==> src/rtl/serial_add_pkg.sv <==
// rtl/serial_add_pkg.sv - shared state encoding and counter-width helper for serial_chunk_adder
package serial_add_pkg;

    typedef enum logic [1:0] {
        IDLE = 2'd0,
        RUN  = 2'd1,
        DONE = 2'd2
    } state_t;

    // Slice counter width; a single-slice adder still gets a 1-bit counter.
    function automatic int cnt_width(input int nchunk);
        return (nchunk > 1) ? $clog2(nchunk) : 1;
    endfunction

endpackage

==> src/rtl/add_slice.sv <==
// rtl/add_slice.sv - combinational W-bit slice adder exposing carry-out and carry into its MSB
module add_slice #(
    parameter int W = 2
) (
    input  logic [W-1:0] x,
    input  logic [W-1:0] y,
    input  logic         ci,
    output logic [W-1:0] s,
    output logic         co,
    output logic         c_msb
);

    logic [W:0] full;

    // One extra bit holds the carry out; the carry into the MSB is recovered from the MSB sum bit.
    always_comb begin
        full  = {1'b0, x} + {1'b0, y} + (W+1)'(ci);
        s     = full[W-1:0];
        co    = full[W];
        c_msb = full[W-1] ^ x[W-1] ^ y[W-1];
    end

endmodule

==> src/rtl/serial_chunk_adder.sv <==
// rtl/serial_chunk_adder.sv - multi-cycle slice-serial adder with start/busy/done; SUBTRACT_EN adds the sub port
module serial_chunk_adder
    import serial_add_pkg::*;
#(
    parameter int WIDTH   = 8,
    parameter int SLICE_W = 2
) (
    input  logic             clk,
    input  logic             rst_n,
    input  logic             start,
    input  logic [WIDTH-1:0] a,
    input  logic [WIDTH-1:0] b,
    input  logic             cin,
`ifdef SUBTRACT_EN
    input  logic             sub,
`endif
    output logic             busy,
    output logic             done,
    output logic [WIDTH-1:0] sum,
    output logic             cout,
    output logic             ovf
);

    localparam int NCHUNK = WIDTH / SLICE_W;
    localparam int CNT_W  = cnt_width(NCHUNK);
    localparam logic [CNT_W-1:0] LAST = CNT_W'(NCHUNK - 1);

    state_t             state;
    logic [CNT_W-1:0]   cnt;
    logic [WIDTH-1:0]   a_sh;
    logic [WIDTH-1:0]   b_sh;
    logic [WIDTH-1:0]   psum;
    logic [WIDTH-1:0]   psum_next;
    logic               carry;
    logic [SLICE_W-1:0] s_slice;
    logic               co_slice;
    logic               cmsb_slice;
    logic               b_inv;
    logic               c_init;

    // Subtraction is a + ~b + 1, so it only changes how b and the initial carry are loaded.
    always_comb begin
`ifdef SUBTRACT_EN
        b_inv  = sub;
        c_init = sub | cin;
`else
        b_inv  = 1'b0;
        c_init = cin;
`endif
    end

    add_slice #(.W(SLICE_W)) u_slice (
        .x     (a_sh[SLICE_W-1:0]),
        .y     (b_sh[SLICE_W-1:0]),
        .ci    (carry),
        .s     (s_slice),
        .co    (co_slice),
        .c_msb (cmsb_slice)
    );

    // Each slice result enters at the top so the LS slice ends at bit 0 after NCHUNK shifts.
    assign psum_next = (psum >> SLICE_W) | (WIDTH'(s_slice) << (WIDTH - SLICE_W));

    // Control FSM plus datapath registers; results only move on the DONE-entry edge.
    always_ff @(posedge clk or negedge rst_n) begin
        if (!rst_n) begin
            state <= IDLE;
            cnt   <= '0;
            a_sh  <= '0;
            b_sh  <= '0;
            psum  <= '0;
            carry <= 1'b0;
            busy  <= 1'b0;
            done  <= 1'b0;
            sum   <= '0;
            cout  <= 1'b0;
            ovf   <= 1'b0;
        end else begin
            done <= 1'b0;
            case (state)
                IDLE, DONE: begin
                    if (start) begin
                        a_sh  <= a;
                        b_sh  <= b_inv ? ~b : b;
                        carry <= c_init;
                        cnt   <= '0;
                        psum  <= '0;
                        busy  <= 1'b1;
                        state <= RUN;
                    end else begin
                        state <= IDLE;
                    end
                end
                RUN: begin
                    a_sh  <= a_sh >> SLICE_W;
                    b_sh  <= b_sh >> SLICE_W;
                    carry <= co_slice;
                    psum  <= psum_next;
                    if (cnt == LAST) begin
                        state <= DONE;
                        busy  <= 1'b0;
                        done  <= 1'b1;
                        sum   <= psum_next;
                        cout  <= co_slice;
                        ovf   <= co_slice ^ cmsb_slice;
                    end else begin
                        cnt <= cnt + 1'b1;
                    end
                end
                default: begin
                    state <= IDLE;
                    busy  <= 1'b0;
                end
            endcase
        end
    end

endmodule

==> config.mk <==
export PLATFORM = sky130hd
export DESIGN_NAME = serial_chunk_adder
export DESIGN_NICKNAME = d
export VERILOG_FILES = /design/src/rtl/serial_add_pkg.sv /design/src/rtl/add_slice.sv /design/src/rtl/serial_chunk_adder.sv
export SDC_FILE = /design/constraint.sdc
export NUM_CORES = 1
export LEC_CHECK = 0
export CORE_UTILIZATION = 52
export CTS_CLUSTER_SIZE = 20
export DETAILED_ROUTE_END_ITERATION = 7
export PLACE_DENSITY = 0.78
export SETUP_SLACK_MARGIN = 0.05
export SYNTH_ARGS = -nofsm -noshare
export SYNTH_HDL_FRONTEND = slang
export SYNTH_HIERARCHICAL = 1
export SYNTH_SLANG_ARGS = --single-unit
==> constraint.sdc <==
create_clock -name clk -period 2.5 [get_ports clk]
set_input_delay 0.75 -clock clk [delete_from_list [all_inputs] [get_ports clk]]
set_output_delay 0.75 -clock clk [all_outputs]
set_load 0.02 [all_outputs]
# Word-level counts from Yosys, hierarchy flattened
# Cells that the tools add are included.
[word_totals] register_bits=41 input_bits=20 out_inout_bits=12
[classes] add_sub_neg=3 n_eq_ne=6 n_mux=19 bitwise_logic=4 reduce_logical=7
[op_table] op="$pmux 8 s2" count=3
[op_table] op="$mux 8" count=3
[op_table] op="$or 6x8->8" count=1
[op_table] op="$pmux 2 s2" count=2
[op_table] op="$mux 1" count=6
[op_table] op="$mux 2" count=3
[op_table] op="$ne 2x2->1 const B" count=3
[op_table] op="$reduce_and 2->1" count=3
[op_table] op="$eq 2x2->1 const B" count=2
[op_table] op="$pmux 1 s2" count=2
[op_table] op="$add 2x2->3" count=1
[op_table] op="$add 3x1->3" count=1
[op_table] op="$reduce_and 3->1" count=1
[op_table] op="$xor 1x1->1" count=3
[op_table] op="$add 2x1->2 const B" count=1
[op_table] op="$eq 2x1->1 const B" count=1
[op_table] op="$logic_not 2->1" count=1
[op_table] op="$reduce_bool 2->1" count=1
[op_table] op="$reduce_or 2->1" count=1

# Depth between registers and ports, before layout
# Gate-level depths: netlist of the first run.
[logic_depth] word_depth=5 mapped_depth=6

# By module
# The synthesis of the first run kept the hierarchy.
[modules_own_cells] mod="serial_chunk_adder" instances=1 cells_each=152 area_each_um2=1795.5 seq_area_each_um2=975.9
[modules_own_cells] mod="add_slice" instances=1 cells_each=11 area_each_um2=92.6 seq_area_each_um2=0.0

# Worst setup path after synthesis of the first run
# OpenSTA, ideal clock, no wires.
[synth_path] path_type="flip-flop to flip-flop" from="register b_sh[0]" to="register ovf" setup_time_ns=0.127 arrival_ns=1.854 required_time_ns=2.373 path_slack_ns=0.519 stages_incl_launch_ff=7 period_less_slack_ns=1.981 path_cell_list="dfrtp_1 > inv_1 > fa_1 > fa_1 > xnor3_1 > xnor2_1 > o21ai_0"
[synth_between] elab_chain_cells=5
[synth_lines] element="start, declared" line_no="serial_chunk_adder.sv:31" text="logic [WIDTH-1:0] b_sh;"
[synth_lines] element="start signal, assigned" line_no="serial_chunk_adder.sv:84" text="b_sh <= b_inv ? ~b : b;"
[synth_lines] element="start signal, assigned" line_no="serial_chunk_adder.sv:96" text="b_sh <= b_sh >> SLICE_W;"
[synth_lines] element="$add 2x2->3" line_no="add_slice.sv:17" text="full = {1'b0, x} + {1'b0, y} + (W+1)'(ci);"
[synth_lines] element="$add 3x1->3" line_no="add_slice.sv:17"
[synth_lines] element="$xor 1x1->1 (2 in series)" line_no="add_slice.sv:20" text="c_msb = full[W-1] ^ x[W-1] ^ y[W-1];"
[synth_lines] element="via cmsb_slice" line_no="serial_chunk_adder.sv:37" text="logic cmsb_slice;"
[synth_lines] element="$xor 1x1->1" line_no="serial_chunk_adder.sv:105" text="ovf <= co_slice ^ cmsb_slice;"
[synth_lines] element="end signal, assigned" line_no="serial_chunk_adder.sv:105"
[synth_lines] element="end, declared" line_no="serial_chunk_adder.sv:21" text="output logic ovf"
# The timed path passes the listed nets, and every way through them passes these cells.
# A chain may end at the register's enable or synchronous reset.

# Worst setup path in the final report of the first run
# Ends and elaborated chain as after synthesis.

==> results of run 1 <==
## synthesized netlist by cell type, types with 2 or more instances
master    number
inv_1         10
nand2b_1       5
a21oi_1        7
mux2_4         6
a22o_1         8
fa_1           2
mux2_2         9
a211oi_1       7
nor2_1         9
nor3_1         6
nand2_1        9
dfrtp_1       39
nor2b_1        9
buf_2          7
o21ai_0        5
buf_6          3
mux2i_1        7
o22ai_1        6
## path summary, 6_finish.rpt
kind | start | end | slack, ps | depth (start not counted)
worst max-delay path | b_sh[0] | ovf | 420 | 6
worst min-delay path | rst_n | done | 500 | 1
worst max register to register | b_sh[0] | ovf | 420 | 6
worst min register to register | ovf | ovf | 500 | 2
max in group asynchronous | rst_n | a_sh[7] | 1470 | 1
min in group clk | ovf | ovf | 500 | 2
## state kept, by name, summed over array words and instances (netlist names)
| name | flops |
|---|---|
| a_sh | 8 |
| b_sh | 8 |
| busy | 1 |
| carry | 1 |
| cnt | 2 |
| cout | 1 |
| done | 1 |
| ovf | 1 |
| psum | 6 |
| state | 2 |
| sum | 8 |
## cell families after synthesis
kind of cell    synth area share, %
simple gates                   11.5
flops                          51.7
compound gates                 12.1
mux                            13.9
buf+inv                        6.03
xor+xnor                       2.12
fa+ha+maj                      2.78
## per-layer routing
layer	global-route usage [%]	vias up	part of all wire [%]
li1	-	629	-
met1	26.5	626	46
met2	32.4	37	49
met3	5.70	4	3.9
met4	9.01	0	1.4
met5	0	-	0
## area by class of cell
| type | count | area, um^2 | area share [%] |
|---|---|---|---|
| sequential | 39 | 976 | 43.3 |
| multi-input combinational | 103 | 798 | 35.4 |
| timing repair buffer | 35 | 335 | 14.9 |
| tap | 46 | 57.6 | 2.55 |
| clock buffer | 7 | 45.0 | 2.00 |
| inverter | 10 | 37.5 | 1.66 |
| clock inverter | 1 | 5.00 | 0.222 |
## through the flow
step           area [um^2]  hold WS [ps]
2_1_floorplan         1890           454
3_3_place_gp          2200           465
3_5_place_dp          2200           482
4_1_cts               2250           513
5_1_grt               2250           540
6_report              2250           497
## placed cells by master, fill, tap and decap left out
cell type / count
nand2b_1: 5
a21oi_1: 7
clkinv_2: 1
xnor3_1: 1
nand3_1: 1
buf_4: 4
clkbuf_1: 2
clkbuf_4: 5
nor3_1: 6
nor2_2: 1
mux2i_1: 7
nand2_1: 9
a22o_1: 8
clkdlybuf4s50_1: 30
nor2b_1: 9
fa_1: 2
nand3b_4: 1
dfrtp_1: 39
xnor2_1: 1
o22ai_1: 6
nor2_1: 9
mux2_4: 6
o21ai_0: 5
a211oi_1: 7
xor2_1: 1
buf_2: 1
inv_1: 10
o211ai_1: 1
ha_1: 1
mux2_2: 9
## power groups by stage
| stage | Clock [mW] | Combinational (mW) | Sequential, mW |
|---|---|---|---|
| 6_report | 0.308 | 1.52 | 1.17 |
| 5_1_grt | 0.348 | 1.68 | 1.21 |
| 4_1_cts | 0.315 | 1.54 | 1.17 |
| 3_5_place_dp | 0 | 1.53 | 1.18 |
| 3_3_place_gp | 0 | 1.47 | 1.15 |
| 2_1_floorplan | 0 | 1.10 | 1.20 |
## critical path, stage by stage, from the launching register on
cell,delay (ps)
dfrtp_1,380
inv_1,70
fa_1,430
fa_1,540
xnor3_1,330
xnor2_1,150
o21ai_0,80
==> results.md, run 1 <==
- Number of flops mapped to enable cells by yosys: 0
- Post-synthesis net count: 186
- Vias/cell: 5.38
- CTS tree: built
- Crit path capture type: flop
- Status: finished, final reports clean
- Main synth FF type: dfrtp_1
- CP startpoint kind: flop
- Overall Power: 3.00 mW
- Hold Crit Class: in -> async
- Layout fillers: 264
- TNS Setup: 0 ps
- Sw Pwr: 1.14 mW
- Antenna violations before repair: 0
- Synthesis-to-layout area growth: 19.4%
- Setup CP Type: reg -> reg
- First-pass GRT wire length: 6.01 mm
- CTS max path bufs: 2
- Ant diodes: 0
- Area leader, netlist: dfrtp_1
- Root buf cell: clkbuf_4
- Fin crit period: 2080 ps
- Max frequency: 480 MHz
- IO Pins: 32
- Final worst slack: 416 ps
- Grt ovf: 0
- Distinct cell type count after synthesis: 27
- Die height: 62.3 um
- Final hold vios: 0
- Number of max-cap violations: 0
- Sw Ratio: 38.0%
- Die footprint: 3880 um^2
- Core ar.: 3420 um^2
- RSZ-0062 raised after global routing: false
- Cell Int Power: 1.86 mW
- Mapped Area: 1890 um^2
- Synth warn: 6
- Iter 0 DRT Violations: 41
- # DRC: 0
- Seq pwr share: 38.9%
- Vias post-DR: 1296
- Clk_lat worst skew: 340 ps
- Number of buffers created by CTS: 5
- Power Dens Cells: 1330 nW/um^2
- Rel. slew slack: 44.5%
- Comb power frac: 50.8%
- Nets@finish: 217
- Post-CTS Repair Setup Buffers: 0
- Syn avg cell area: 11.6 um^2
- Post-synth ARST share: 100%
- Post-CTS Resized: 0
- Fin cells: 241
- Router iterations before antenna repair: 4
- All-Layer GR Usage: 20.6%
- Synth top area share: 51.7%
- H-Tree Depth: 2
- Antenna-violating nets left: 0
- FP Rows: 21
- Leak: 1.03 nW
- CTS clk-pin slew, worst paths: 120 ps
- Peak supply drop: 0.000587 V
- Place WS: 438 ps
- Hold-fix buffers at CTS: 0
- Initial Util: 55.3%
- Fin. max-slew vios: 0
- Wire length per cell: 14.6 um
- Worst Tran Pin Value: 833 ps
- Synth Register Bits: 39
- Placer Congestion: 0.729
- Placed cells: 233
- Die Span X: 62.3 um
- Vias in the first global route: 1260
- CTS sink cnt: 39
- Worst Path Required: 2730 ps
- Final Cycle Share: 83.3%
- Post-detail-place hpwl: 2.45 mm
- Core Util, Final: 66.0%
- Largest net degree at the start of global routing: 40
- Register area share after synthesis: 51.7%
- Post-Synthesis Cells: 163
- # setup viols final: 0
- Top area cells in the synthesized netlist: dfrtp_1, mux2_2, mux2_4
- Skew final: 15.0 ps
- Arr. time, crit path: 2320 ps
- IO buf count: 31
- Detailed Route WL: 3.51 mm
- Clock Power Share: 10.3%
- Layout cells sized above 1: 14.4%
- Worst Path Max Fanout: 3
No activity file was read; power rests on OpenSTA's default activity.
==> inputs of run 2 (changes only) <==
==> constraint.sdc (replaced) <==
create_clock -name clk -period 2 [get_ports clk]
set_input_delay 0.6 -clock clk [delete_from_list [all_inputs] [get_ports clk]]
set_output_delay 0.6 -clock clk [all_outputs]
set_load 0.02 [all_outputs]
==> run 2 against run 1 <==
Routed wire length grew 2.0%. Sequential share of layout area shrank 1.9 points. Sequential power grew 24%. Power grew 30%. Die area is the same. Final area grew 4.6%. Highest routed layer unchanged. Largest power group unchanged.
==> results.md, run 2 (same netlist as run 1, synthesis figures left out) <==
- Detailed Route WL: 3.58 mm (+2.0%)
- Core Util, Final: 69.0% (+3.0 points)
- Nets@finish: 224 (+3.2%)
- Final instance area: 2360 um^2 (+4.6%)
- Leak: 1.19 nW (+15%)
- Worst Path Buf+Inv: 2 (+1)
- Antenna-violating nets left: 0 (unchanged)
- Layout cells sized above 1: 18.8% (+4.5 points)
- CTS clk-pin slew, worst paths: 110 ps (about the same)
- Power Dens Cells: 1650 nW/um^2 (+24%)
- Overall Power: 3.90 mW (+30%)
- Worst reg2reg startpoint: b_sh[0]
- Crit-path cells: inv_2 > fa_2 > fa_1 > inv_1 > mux2_4 > a22o_1
- IO buf count: 31 (unchanged)
- Placer Congestion: 0.722 (-0.85%)
- Crit path largest cell delay: 530 ps (about the same)
- First-pass GRT wire length: 5.89 mm (-1.9%)
- Router iterations before antenna repair: 4 (unchanged)
- Crit path max-delay family: adder cells
- FP Rows: 21 (unchanged)
- H-Tree Depth: 2 (unchanged)
- Ant diodes: 0 (unchanged)
- Antenna violations before repair: 0 (unchanged)
- Rel. slew slack: 62.8% (+18 points)
- Commonest non-fill, non-tap cells in the layout: dfrtp_1, clkdlybuf4s50_1, buf_4
- # setup viols final: 0 (unchanged)
- Worst Path Required: 2250 ps (-480 ps)
- Vias in the first global route: 1331 (+5.6%)
- Status: finished, final reports clean
- CP startpoint kind: flop
- Post-detail-place hpwl: 2.45 mm (-0.11%)
- Max frequency: 514 MHz (+7.0%)
- CTS tree: built
- Hold slack: 288 ps (-209 ps)
- Crit-path slowest cell: fa_1
- Final hold vios: 0 (unchanged)
- Iter 0 DRT Violations: 37 (-9.8%)
- Worst Path Max Fanout: 2 (-1)
- Wire length per cell: 14.4 um (-0.91%)
- Hold-fix buffers at CTS: 0 (unchanged)
- Skew final: 6.91 ps (-8.11 ps)
- Largest net degree at the start of global routing: 40 (unchanged)
- Number of buffers created by CTS: 5 (unchanged)
- Hold Crit Class: in -> async
- Die height: 62.3 um (unchanged)
- CTS sink cnt: 39 (unchanged)
- Area after DPL: 2230 um^2 (+1.0%)
- Initial Util: 55.3% (unchanged)
- Grt ovf: 0 (unchanged)
- Setup CP Type: reg -> reg
- Final Cycle Share: 97.3% (+14 points)
- Commonest non-fill, non-tap cell in the layout: dfrtp_1
- RSZ-0062 raised after global routing: true
- IO Pins: 32 (unchanged)
- Core ar.: 3420 um^2 (unchanged)
- Worst Tran Pin Value: 558 ps (-275 ps)
- Peak supply drop: 0.000671 V (+14%)
- TNS Setup: 0 ps (unchanged)
- Fin. max-slew vios: 0 (unchanged)
- Vias post-DR: 1366 (+5.4%)
- Fin crit period: 1950 ps (-137 ps)
- Vias/cell: 5.51 (+2.4%)
- Die Span X: 62.3 um (unchanged)
- Crit path capture type: flop
- Number of max-cap violations: 0 (unchanged)
- CP startpoint: b_sh[0]
- Clk_lat worst skew: 340 ps (about the same)
- Arr. time, crit path: 2200 ps (-120 ps)
- All-Layer GR Usage: 19.6% (-0.90 points)
- CTS max path bufs: 2 (unchanged)
- Synthesis-to-layout area growth: 24.9%
- Die footprint: 3880 um^2 (unchanged)
- Root buf cell: clkbuf_4
- # DRC: 0 (unchanged)
- Largest registers: a_sh x8, b_sh x8, sum x8
-- run 2: cell count changes in the layout (fill, tap and decap cells not counted), sizes merged --
cell           delta
dlymetal6s2s     +10
clkdlybuf4s50    -10
clkbuf            +1
clkinv            -1
buf               +7
-- run 2: what timing repair did --
item	in CTS	in global routing
hold endpoints to repair	0	0
resized for setup	1	13
endpoints found under the setup margin	2	12
pin swaps	1	0
setup buffers	1	3
-- run 2: final timing paths --
check | end | depth (start not counted) | slack, ps
max | psum[7] | 6 | 50
min | psum[2] | 2 | 290
max reg2reg | psum[7] | 6 | 50
min reg2reg | ovf | 2 | 510
max in group asynchronous | b_sh[5] | 2 | 1380
min in group clk | ovf | 2 | 510
-- run 2: through the flow --
| step | cells | worst slack, ps |
|---|---|---|
| CTS | 245 | 51.1 |
| global route | 248 | -27.7 |
| detailed placement | 236 | -44.5 |
| finish | 248 | 53.0 |
| global placement | 236 | 34.5 |
| floorplan | 163 | 67.0 |
-- run 2: final cells by class --
type / count / area (um^2)
clock buffers: 8 / 68.8
fillers: 256 / 1060
inverters: 10 / 37.5
multi-input cells: 103 / 805
flip-flops and latches: 39 / 976
well taps: 46 / 57.6
repair buffers: 42 / 413
-- run 2: metal layers --
| metal | vias up | global-route usage (%) | routed length [um] |
|---|---|---|---|
| met5 | - | 0 | 0 |
| met4 | 0 | 5.52 | 64 |
| met3 | 11 | 6.62 | 189 |
| met2 | 39 | 33.9 | 1830 |
| met1 | 676 | 23.3 | 1490 |
| li1 | 640 | - | - |
-- run 2: power breakdown --
group / switching (mW) / internal (mW) / total, mW
Clock: 0.246 / 0.207 / 0.453
Combinational: 0.916 / 1.07 / 1.99
Sequential: 0.298 / 1.16 / 1.45
Total: 1.46 / 2.44 / 3.90
